[src/rtl/nvdla_nocif_dram_read_cq_if.sv]
// Handshake bundle between the DRAM read ingress/egress stages and the read context queue.
// master = ingress/egress side, slave = the queue itself.
interface nvdla_nocif_dram_read_cq_if #(
    parameter int NUM_THREADS = 8,
    parameter int PD_W        = 7
);
    logic                        cq_wr_pvld;
    logic                        cq_wr_prdy;
    logic [3:0]                  cq_wr_thread_id;
    logic [PD_W-1:0]             cq_wr_pd;
    logic [NUM_THREADS-1:0]      cq_rd_pvld;
    logic [NUM_THREADS-1:0]      cq_rd_prdy;
    logic [NUM_THREADS*PD_W-1:0] cq_rd_pd;
    logic                        cq_wr_err;

    modport master (
        output cq_wr_pvld, cq_wr_thread_id, cq_wr_pd, cq_rd_prdy,
        input  cq_wr_prdy, cq_rd_pvld, cq_rd_pd, cq_wr_err
    );

    modport slave (
        input  cq_wr_pvld, cq_wr_thread_id, cq_wr_pd, cq_rd_prdy,
        output cq_wr_prdy, cq_rd_pvld, cq_rd_pd, cq_wr_err
    );
endinterface

[src/rtl/nvdla_nocif_dram_read_cq.sv]
// Per-thread read context queue: one flop-based circular FIFO per AXI ID.
// Optional macro NVDLA_NOCIF_CQ_WATERMARK_EN adds the cq_hwm high-water-mark output.
module nvdla_nocif_dram_read_cq #(
    parameter int NUM_THREADS = 8,
    parameter int DEPTH       = 8,
    parameter int PD_W        = 7
) (
    input  logic                        nvdla_core_clk,
    input  logic                        nvdla_core_rstn,
    input  logic [31:0]                 pwrbus_ram_pd,
    nvdla_nocif_dram_read_cq_if.slave   cq
`ifdef NVDLA_NOCIF_CQ_WATERMARK_EN
    ,
    output logic [4:0]                  cq_hwm
`endif
);
    localparam int          PW  = $clog2(DEPTH);
    localparam int          CW  = PW + 1;
    localparam logic [4:0]  NT5 = 5'(NUM_THREADS);

    // Storage lives in flops, so the RAM power-down bus has nothing to control.
    logic unused_pwrbus;
    assign unused_pwrbus = ^pwrbus_ram_pd;

    logic [15:0]   full_ext;
    logic [CW-1:0] cnt_d_all [NUM_THREADS];
    logic          wr_in_range;
    logic          err_q;

    assign wr_in_range   = {1'b0, cq.cq_wr_thread_id} < NT5;
    assign cq.cq_wr_prdy = wr_in_range ? ~full_ext[cq.cq_wr_thread_id] : 1'b1;
    assign cq.cq_wr_err  = err_q;

    for (genvar gi = 0; gi < 16; gi++) begin : g_full_pad
        if (gi >= NUM_THREADS) begin : g_pad
            assign full_ext[gi] = 1'b0;
        end
    end

    for (genvar gi = 0; gi < NUM_THREADS; gi++) begin : g_thread
        logic [PD_W-1:0] mem_q [DEPTH];
        logic [PW-1:0]   wr_ptr_q;
        logic [PW-1:0]   rd_ptr_q;
        logic [CW-1:0]   cnt_q;
        logic [CW-1:0]   cnt_d;
        logic            push;
        logic            pop;

        assign full_ext[gi] = (cnt_q == CW'(DEPTH));
        // Full is judged on the registered count, so a same-cycle pop never frees a slot for the push.
        assign push = cq.cq_wr_pvld & wr_in_range & (cq.cq_wr_thread_id == 4'(gi)) & ~full_ext[gi];
        assign pop  = cq.cq_rd_prdy[gi] & (cnt_q != '0);

        always_comb begin
            cnt_d = cnt_q;
            if (push && !pop) begin
                cnt_d = cnt_q + CW'(1);
            end else if (!push && pop) begin
                cnt_d = cnt_q - CW'(1);
            end
        end

        assign cnt_d_all[gi]                 = cnt_d;
        assign cq.cq_rd_pvld[gi]             = (cnt_q != '0);
        assign cq.cq_rd_pd[gi*PD_W +: PD_W]  = mem_q[rd_ptr_q];

        always_ff @(posedge nvdla_core_clk or negedge nvdla_core_rstn) begin
            if (!nvdla_core_rstn) begin
                wr_ptr_q <= '0;
                rd_ptr_q <= '0;
                cnt_q    <= '0;
            end else begin
                if (push) begin
                    wr_ptr_q <= wr_ptr_q + PW'(1);
                end
                if (pop) begin
                    rd_ptr_q <= rd_ptr_q + PW'(1);
                end
                cnt_q <= cnt_d;
            end
        end

        always_ff @(posedge nvdla_core_clk) begin
            if (push) begin
                mem_q[wr_ptr_q] <= cq.cq_wr_pd;
            end
        end
    end

    always_ff @(posedge nvdla_core_clk or negedge nvdla_core_rstn) begin
        if (!nvdla_core_rstn) begin
            err_q <= 1'b0;
        end else if (cq.cq_wr_pvld && !wr_in_range) begin
            err_q <= 1'b1;
        end
    end

`ifdef NVDLA_NOCIF_CQ_WATERMARK_EN
    logic [4:0] hwm_q;
    logic [4:0] hwm_d;

    // Tracking the next-state counts lands the new maximum alongside the count itself.
    always_comb begin
        hwm_d = hwm_q;
        for (int i = 0; i < NUM_THREADS; i++) begin
            if (5'(cnt_d_all[i]) > hwm_d) begin
                hwm_d = 5'(cnt_d_all[i]);
            end
        end
    end

    always_ff @(posedge nvdla_core_clk or negedge nvdla_core_rstn) begin
        if (!nvdla_core_rstn) begin
            hwm_q <= '0;
        end else begin
            hwm_q <= hwm_d;
        end
    end

    assign cq_hwm = hwm_q;
`else
    logic unused_cnt_d;
    always_comb begin
        unused_cnt_d = 1'b0;
        for (int i = 0; i < NUM_THREADS; i++) begin
            unused_cnt_d = unused_cnt_d ^ (^cnt_d_all[i]);
        end
    end
`endif
endmodule

[src/flat_wrapper.sv]
// flat-port wrapper written by rule: the top's interface ports become plain ports
module nvdla_nocif_dram_read_cq_flat 
#(
    parameter int NUM_THREADS = 8,
    parameter int DEPTH       = 8,
    parameter int PD_W        = 7
)
  (nvdla_core_clk, nvdla_core_rstn, pwrbus_ram_pd, cq_cq_wr_pvld, cq_cq_wr_thread_id, cq_cq_wr_pd, cq_cq_rd_prdy, cq_cq_wr_prdy, cq_cq_rd_pvld, cq_cq_rd_pd, cq_cq_wr_err);
  nvdla_nocif_dram_read_cq_if #(.NUM_THREADS(NUM_THREADS), .PD_W(PD_W)) cq_i ();
  input  logic nvdla_core_clk;
  input  logic nvdla_core_rstn;
  input  logic [31:0] pwrbus_ram_pd;
  input wire logic [$bits(cq_i.cq_wr_pvld)-1:0] cq_cq_wr_pvld;
  input wire logic [$bits(cq_i.cq_wr_thread_id)-1:0] cq_cq_wr_thread_id;
  input wire logic [$bits(cq_i.cq_wr_pd)-1:0] cq_cq_wr_pd;
  input wire logic [$bits(cq_i.cq_rd_prdy)-1:0] cq_cq_rd_prdy;
  output wire logic [$bits(cq_i.cq_wr_prdy)-1:0] cq_cq_wr_prdy;
  output wire logic [$bits(cq_i.cq_rd_pvld)-1:0] cq_cq_rd_pvld;
  output wire logic [$bits(cq_i.cq_rd_pd)-1:0] cq_cq_rd_pd;
  output wire logic [$bits(cq_i.cq_wr_err)-1:0] cq_cq_wr_err;
  assign cq_i.cq_wr_pvld = cq_cq_wr_pvld;
  assign cq_i.cq_wr_thread_id = cq_cq_wr_thread_id;
  assign cq_i.cq_wr_pd = cq_cq_wr_pd;
  assign cq_i.cq_rd_prdy = cq_cq_rd_prdy;
  assign cq_cq_wr_prdy = cq_i.cq_wr_prdy;
  assign cq_cq_rd_pvld = cq_i.cq_rd_pvld;
  assign cq_cq_rd_pd = cq_i.cq_rd_pd;
  assign cq_cq_wr_err = cq_i.cq_wr_err;
  nvdla_nocif_dram_read_cq #(.NUM_THREADS(NUM_THREADS), .DEPTH(DEPTH), .PD_W(PD_W)) u_core (.nvdla_core_clk(nvdla_core_clk), .nvdla_core_rstn(nvdla_core_rstn), .pwrbus_ram_pd(pwrbus_ram_pd), .cq(cq_i));
endmodule
[config.mk]
export PLATFORM = sky130hd
export DESIGN_NAME = nvdla_nocif_dram_read_cq_flat
export DESIGN_NICKNAME = d
export VERILOG_FILES = /design/src/rtl/nvdla_nocif_dram_read_cq_if.sv /design/src/rtl/nvdla_nocif_dram_read_cq.sv /design/src/flat_wrapper.sv
export SDC_FILE = /design/constraint.sdc
export NUM_CORES = 1
export LEC_CHECK = 0
export CAP_MARGIN = 10
export CORE_MARGIN = 2
export CORE_UTILIZATION = 35
export DETAILED_ROUTE_END_ITERATION = 8
export GPL_ROUTABILITY_DRIVEN = 0
export PLACE_DENSITY_LB_ADDON = 0.25
export RECOVER_POWER = 25
export SLEW_MARGIN = 20
export SYNTH_ARGS = -nofsm -noshare
export SYNTH_HDL_FRONTEND = slang
export SYNTH_SLANG_ARGS = --single-unit
export TNS_END_PERCENT = 50
[constraint.sdc]
create_clock -name nvdla_core_clk -period 3.3 [get_ports nvdla_core_clk]
set_clock_uncertainty 0.2 [all_clocks]
set_input_delay 0.33 -clock nvdla_core_clk [delete_from_list [all_inputs] [get_ports nvdla_core_clk]]
set_output_delay 0.33 -clock nvdla_core_clk [all_outputs]
set_load 0.05 [all_outputs]
== Word level (Yosys, flattened, before mapping) ==
Memories as Yosys holds them, arrays and structs flattened.
Cells that the tools add are included.
W data, S select, Z words.

* Multiplexer cells: 35
* Eq/ne operators: 15
* Bitwise logic cells: 34
* Reduce and logical (&&, ||, !) cells: 51
* Magnitude comparators: 2
* $add $sub $neg: 32

{| class="wikitable"
|+ Operator list
! operator !! count
|-
| $mux W4 || 16
|-
| $add A3 B1 Y3 const B || 16
|-
| $add A4 B1 Y4 const B || 8
|-
| $eq A4 B4 Y1 const B || 8
|-
| $reduce_bool A4 Y1 || 8
|-
| $sub A4 B1 Y4 const B || 8
|-
| $and A1 B1 Y1 || 25
|-
| $mux W1 || 18
|-
| $logic_and A1 B1 Y1 || 17
|-
| $logic_not A1 Y1 || 17
|-
| $eq A4 B3 Y1 const B || 4
|-
| $reduce_bool A2 Y1 || 8
|-
| $not A1 Y1 || 9
|-
| $eq A4 B2 Y1 const B || 2
|-
| $lt A4 B5 Y1 const B || 1
|-
| $bmux W1 S4 || 1
|-
| $eq A4 B1 Y1 const B || 1
|-
| $logic_not A4 Y1 || 1
|-
| $lt A4 B4 Y1 const B || 1
|}

* Output and inout port bits: 66
* Input port bits: 54
* Bits in writable memories: 448
* Register bits: 81
* Memories kept: 8
* Logic and storage cells: 202

{| class="wikitable"
|+ Memory list
! name !! words !! width !! read ports !! clocked after memory_dff !! wr ports !! line !! text
|-
| u_core.g_thread[0].mem_q || 8 || 7 || 1 || 0 || 1 || nvdla_nocif_dram_read_cq.sv:41 || <nowiki>logic [PD_W-1:0] mem_q [DEPTH];</nowiki>
|-
| u_core.g_thread[1].mem_q || 8 || 7 || 1 || 0 || 1 || nvdla_nocif_dram_read_cq.sv:41 ||
|-
| u_core.g_thread[2].mem_q || 8 || 7 || 1 || 0 || 1 || nvdla_nocif_dram_read_cq.sv:41 ||
|-
| u_core.g_thread[3].mem_q || 8 || 7 || 1 || 0 || 1 || nvdla_nocif_dram_read_cq.sv:41 ||
|-
| u_core.g_thread[4].mem_q || 8 || 7 || 1 || 0 || 1 || nvdla_nocif_dram_read_cq.sv:41 ||
|-
| u_core.g_thread[5].mem_q || 8 || 7 || 1 || 0 || 1 || nvdla_nocif_dram_read_cq.sv:41 ||
|-
| 2 more memories || - || - || - || - || - || - ||
|}

== Depth between registers and ports, before layout ==
* Word-level depth: 8
* Mapped depth: 11

== Worst setup path before layout ==
No wires, ideal clock.

* Path kind: register to register
* Start point: register u_core.g_thread[0].cnt_q[0]
* End point: register u_core.g_thread[0].cnt_q[3]
* Buffers on the path: 0
* Stages on the path, launching flop included: 10
* Library setup time: 136 ps
* Data arrival time: 2785 ps
* Path slack: 178 ps
* Clock period less this slack: 3122 ps
* Cell sequence: dfrtp_1 -> nor3_1 -> nand2b_1 -> nand2_1 -> ha_1 -> inv_1 -> ha_1 -> a21o_1 -> a2111oi_0 -> o31ai_1

* Elaborated cells between the ends (all ways): 14

{| class="wikitable"
|+ RTL lines
! what !! line !! text
|-
| start: declaration || nvdla_nocif_dram_read_cq.sv:44 || <nowiki>logic [CW-1:0] cnt_q;</nowiki>
|-
| start signal: assignment || nvdla_nocif_dram_read_cq.sv:79 || <nowiki>cnt_q <= cnt_d;</nowiki>
|-
| $reduce_bool A4 Y1 * || - ||
|-
| net cq_cq_rd_pvld[0] || flat_wrapper.sv:18 || <nowiki>output wire logic [$bits(cq_i.cq_rd_pvld)-1:0] cq_cq_rd_pvld;</nowiki>
|-
| $and A1 B1 Y1 * || nvdla_nocif_dram_read_cq.sv:52 || <nowiki>assign pop = cq.cq_rd_prdy[gi] & (cnt_q != '0);</nowiki>
|-
| $logic_not A1 Y1 || nvdla_nocif_dram_read_cq.sv:56 || <nowiki>if (push && !pop) begin</nowiki>
|-
| $logic_and A1 B1 Y1 || nvdla_nocif_dram_read_cq.sv:56 ||
|-
| $mux W4 / $reduce_bool A2 Y1 (equally long branches) || - ||
|}

The timed path passes the listed nets; every way through them passes the cells marked *. The select of a mux whose other input is x is not followed.
A chain may end at the register's enable or synchronous reset.

== Worst setup path in the final report ==
* Start point: register u_core.g_thread[0].rd_ptr_q[1]
* End point: output cq_cq_rd_pd[3]

* Cells in the longest elaborated chain, start to end: 1

{| class="wikitable"
|+ Ends and longest elaborated chain
! what !! line !! text
|-
| start: declaration || nvdla_nocif_dram_read_cq.sv:43 || <nowiki>logic [PW-1:0] rd_ptr_q;</nowiki>
|-
| start signal: assignment || nvdla_nocif_dram_read_cq.sv:77 || <nowiki>rd_ptr_q <= rd_ptr_q + PW'(1);</nowiki>
|-
| $mem_v2 Z8 W7 || - ||
|-
| end: declaration || flat_wrapper.sv:19 || <nowiki>output wire logic [$bits(cq_i.cq_rd_pd)-1:0] cq_cq_rd_pd;</nowiki>
|}

No other way between the ends.

==> run_summary.xml <==
<?xml version="1.0" encoding="UTF-8"?>
<metrics>
  <group name="sta">
    <metric name="fmax" unit="MHz">317</metric>
    <metric name="worst_pin_slew" unit="ps">2550</metric>
    <metric name="period_minus_slack" unit="ps">3150</metric>
    <metric name="count_of_pins_over_their_slew_limit" unit="">260</metric>
    <metric name="setup-violations-final" unit="">0</metric>
    <metric name="fin_worst_hold_slack" unit="ps">195</metric>
    <metric name="setup_repair_after_global_routing_missed_its_margin" unit="">false</metric>
    <metric name="timing.max_slew.rel_slack" unit="%">-69.8</metric>
    <metric name="final_worst_path_cycle_share" unit="%">95.5</metric>
    <metric name="final_hold_viol_count" unit="">0</metric>
    <metric name="tns" unit="ps">0</metric>
  </group>
  <group name="drt">
    <metric name="dr.first_iter.drc_count" unit="">787</metric>
    <metric name="drc_errors" unit="">0</metric>
    <metric name="ant_nets" unit="">0</metric>
    <metric name="detail_route.first_pass.iterations" unit="">5</metric>
    <metric name="vias" unit="">10900</metric>
    <metric name="detail_route.vias_per_cell" unit="">4.95</metric>
    <metric name="routed_wire_length_per_instance" unit="um">20.3</metric>
    <metric name="wirelength" unit="mm">44.6</metric>
  </group>
  <group name="floorplan">
    <metric name="coreArea" unit="sq mm">0.0615</metric>
    <metric name="fp.dieH" unit="um">253</metric>
    <metric name="die-area" unit="sq mm">0.0640</metric>
    <metric name="floorplan.initialDensity" unit="%">35.3</metric>
    <metric name="die_width" unit="um">253</metric>
    <metric name="fp-row-count" unit="">91</metric>
    <metric name="io_pins" unit="">120</metric>
  </group>
  <group name="power">
    <metric name="leakage" unit="nW">8.89</metric>
    <metric name="intPower" unit="mW">14.9</metric>
    <metric name="pwr_density_cell" unit="mW/mm^2">874</metric>
    <metric name="post-layout-total-power" unit="mW">22.7</metric>
    <metric name="clock_power_share" unit="%">27.3</metric>
    <metric name="sw_frac_of_total" unit="%">34.7</metric>
    <metric name="switching_power" unit="mW">7.88</metric>
    <metric name="ir_drop" unit="V">0.000584</metric>
    <metric name="pwr-share-comb" unit="%">33.9</metric>
    <metric name="sequentialPowerShare" unit="%">38.9</metric>
  </group>
  <group name="finish">
    <metric name="drive_gt1_share" unit="%">30.0</metric>
    <metric name="postLayoutCellArea" unit="sq mm">0.0260</metric>
    <metric name="nets_final" unit="">1462</metric>
    <metric name="insertedDiodeCount" unit="">0</metric>
    <metric name="stdcell_count" unit="">2196</metric>
    <metric name="area.growth.synth_to_final" unit="%">19.9</metric>
  </group>
  <group name="grt">
    <metric name="antenna_found_initial" unit="">1</metric>
    <metric name="grt_use_met3" unit="%">2.58</metric>
    <metric name="grt_usage" unit="%">14.2</metric>
    <metric name="grt_max_degree" unit="">70</metric>
    <metric name="global_route.usage.met1" unit="%">20.1</metric>
    <metric name="grt_use_met2" unit="%">22.4</metric>
    <metric name="grt_pass1_vias" unit="">11100</metric>
    <metric name="grt_pass1_wl" unit="mm">68.0</metric>
    <metric name="globalRouteOverflowTotal" unit="">0</metric>
    <metric name="top_usage_layer" unit="">met2</metric>
  </group>
  <group name="yosys">
    <metric name="yosys.area.top_type" unit="">edfxtp_1</metric>
    <metric name="netlist-cell-type-count" unit="">35</metric>
    <metric name="number_of_nets_in_the_synthesized_netlist" unit="">1242</metric>
    <metric name="postSynthCellCount" unit="">1140</metric>
    <metric name="main_combinational_cell_family_by_area_after_synthesis" unit="">multiplexers</metric>
    <metric name="synth_area_leaders" unit="">edfxtp_1 62%, mux4_2 12%, dfrtp_1 9.3%</metric>
    <metric name="synth-edff-count" unit="">448</metric>
    <metric name="ys_top_cells_by_count" unit="">448 x edfxtp_1, 112 x mux4_2, 81 x dfrtp_1</metric>
    <metric name="synth.avg_cell_area" unit="sq um">19.0</metric>
    <metric name="ys_seq_area_share" unit="%">71.4</metric>
    <metric name="yosys.area_share.simple" unit="%">4.35</metric>
    <metric name="post_synth_instance_area" unit="sq mm">0.0217</metric>
    <metric name="postSynthRegisterBits" unit="">529</metric>
    <metric name="post_synthesis_mux_area_share" unit="%">16.2</metric>
    <metric name="post-synth-top-area-fraction" unit="%">62.0</metric>
    <metric name="ys_warn_count" unit="">0</metric>
    <metric name="synth_most_common_cell" unit="">edfxtp_1</metric>
    <metric name="synth_ff_type" unit="">edfxtp_1</metric>
    <metric name="async_flop_share" unit="%">15.3</metric>
    <metric name="synth_xor_xnor_area_share" unit="%">1.94</metric>
    <metric name="synth-adder-area-share" unit="%">3.05</metric>
    <metric name="synthesized_area_fraction_occupied_by_ao_oa_aoi_and_oai_cells" unit="%">2.19</metric>
  </group>
  <group name="clocking">
    <metric name="ctsLongestPathBuffers" unit="">3</metric>
    <metric name="htree_levels" unit="">2</metric>
    <metric name="cts-root-buf" unit="">clkbuf_16</metric>
    <metric name="cts.sinks" unit="">529</metric>
    <metric name="cts_buffers" unit="">57</metric>
    <metric name="postCtsSetupBuffers" unit="">0</metric>
    <metric name="worst_setup_hold_path_clk_slew" unit="ps">60</metric>
    <metric name="clock_latency" unit="ps">600</metric>
    <metric name="clock_tree_from_tritoncts" unit="">done</metric>
  </group>
  <group name="placement">
    <metric name="detailedPlacementHpwl" unit="mm">28.5</metric>
    <metric name="post-place-cells" unit="">2088</metric>
    <metric name="portBuffers" unit="">87</metric>
    <metric name="dpl-instance-area" unit="sq mm">0.0242</metric>
  </group>
  <group name="setup_path">
    <metric name="worst_ep_arrival_time" unit="ps">2620</metric>
    <metric name="critical_path.reg2reg.startpoint" unit="">u_core.g_thread[5].cnt_q[0]</metric>
    <metric name="worst_ep_required_time" unit="ps">2770</metric>
    <metric name="setup.reg_to_reg.worst_slack" unit="ps">220</metric>
    <metric name="timing_worst_setup_path_type" unit="">register to output pin</metric>
    <metric name="rr_endpoint" unit="">u_core.g_thread[5].cnt_q[3]</metric>
    <metric name="critical_path_startpoint_category" unit="">register</metric>
    <metric name="path_max_fanout" unit="">10</metric>
    <metric name="crit_path_end_kind" unit="">output pin</metric>
    <metric name="timing.reg2reg.worst_path_depth" unit="">9</metric>
  </group>
  <group name="min_path">
    <metric name="min_delay_worst_endpoint" unit="">u_core.cq.cq_wr_err</metric>
    <metric name="min-delay-start" unit="">cq_cq_wr_thread_id[3]</metric>
    <metric name="worstHoldPathCells" unit="">2</metric>
    <metric name="hold_path.class" unit="">input pin to register</metric>
  </group>
  <group name="status">
    <metric name="violations" unit="">max-capacitance violations, max-slew violations</metric>
    <metric name="status" unit="">finished, violations left</metric>
  </group>
  <group name="flow_run">
    <metric name="maxCapViolCount" unit="">7</metric>
  </group>
</metrics>
==> worst max path at each step <==
stage | startpoint | endpoint | cells past startpoint
after floorplan | u_core.g_thread[0].cnt_q[0] | u_core.g_thread[0].cnt_q[3] | 9
after global placement | cq_cq_wr_thread_id[3] | u_core.g_thread[3].cnt_q[3] | 10
after detailed placement | cq_cq_wr_thread_id[3] | u_core.g_thread[3].cnt_q[3] | 10
after CTS | u_core.g_thread[5].rd_ptr_q[0] | cq_cq_rd_pd[38] | 4
after global routing | u_core.g_thread[5].cnt_q[0] | u_core.g_thread[5].cnt_q[3] | 9
final | u_core.g_thread[0].rd_ptr_q[1] | cq_cq_rd_pd[3] | 3
==> cells by family (layout without fill, tap and decap cells) <==
logic type	after synthesis	count (layout)
AND/OR/NAND/NOR	201	201
flip-flops	529	529
multiplexers	200	200
XOR/XNOR	48	48
adder cells (fa/ha/maj)	48	48
buffers and inverters	50	316
AO/OA/AOI/OAI	64	64
==> power groups by stage <==
stage / Combinational [mW] / Sequential (mW) / Clock, mW
after floorplan: 6.16 / 8.41 / 0
after global placement: 7.94 / 8.95 / 0
after detailed placement: 8.04 / 8.97 / 0
after CTS: 7.87 / 8.85 / 6.40
after global routing: 8.30 / 8.96 / 6.67
final: 7.70 / 8.83 / 6.20
==> critical path: stages, from the launching register on <==
cell             delay [ps]
dfrtp_1                 640
mux4_2                  400
mux2_2                  280
clkdlybuf4s50_1         700
==> placed cells by master (no fill, tap or decap), drive strengths merged, types with 3 or more instances in the layout <==
| master | instances |
|---|---|
| bufinv | 5 |
| a21oi | 14 |
| clkinvlp | 3 |
| xnor2 | 40 |
| xor2 | 8 |
| a2111oi | 10 |
| ha | 40 |
| clkinv | 26 |
| dlymetal6s2s | 6 |
| clkbuf | 78 |
| mux2 | 80 |
| nor3 | 52 |
| o21ai | 16 |
| mux4 | 112 |
| o31ai | 8 |
| a21o | 9 |
| fa | 8 |
| dlygate4sd2 | 27 |
| inv | 13 |
| dfrtp | 81 |
| edfxtp | 448 |
| nor2 | 43 |
| nand2 | 57 |
| nand3 | 8 |
| a211oi | 6 |
| nor4 | 4 |
| clkdlybuf4s50 | 23 |
| buf | 133 |
| mux2i | 8 |
| nand2b | 34 |
==> timing repair <==
action	4_1_cts	5_1_grt
cloned	0	0
hold buffers	1	1
endpoints found under the hold margin	67	17
endpoints found under the setup margin	33	6
resized for setup	32	6
==> state kept, by name (all words and copies together), names as in the netlist <==
name / flops
u_core.cq.cq_wr_err: 1
u_core.g_thread.cnt_q: 32
u_core.g_thread.mem_q: 448
u_core.g_thread.rd_ptr_q: 24
u_core.g_thread.wr_ptr_q: 24
==> final cells by class <==
type,instances,area [sq um]
Clock buffer,68,1500
Clock inverter,37,332
Fill cell,5443,35500
Inverter,10,37.5
Multi-Input combinational cell,561,6010
Sequential cell,529,15500
Tap cell,790,988
Timing Repair Buffer,201,1650
==> stage by stage <==
stage / setup WS (ps) / utilization [%]
floorplan: 178 / -
global placement: -111 / 39.3
detailed placement: -119 / 39.3
CTS: -112 / 42.3
global route: 32.9 / 42.3
finish: 150 / 42.3
==> routing by layer <==
metal | wire length, um | vias to the layer above
met4 | 766 | 2
met3 | 1870 | 56
met2 | 21100 | 189
met5 | 16 | -
li1 | - | 4994
met1 | 20900 | 5631
Power figures use the tool's default switching activity.
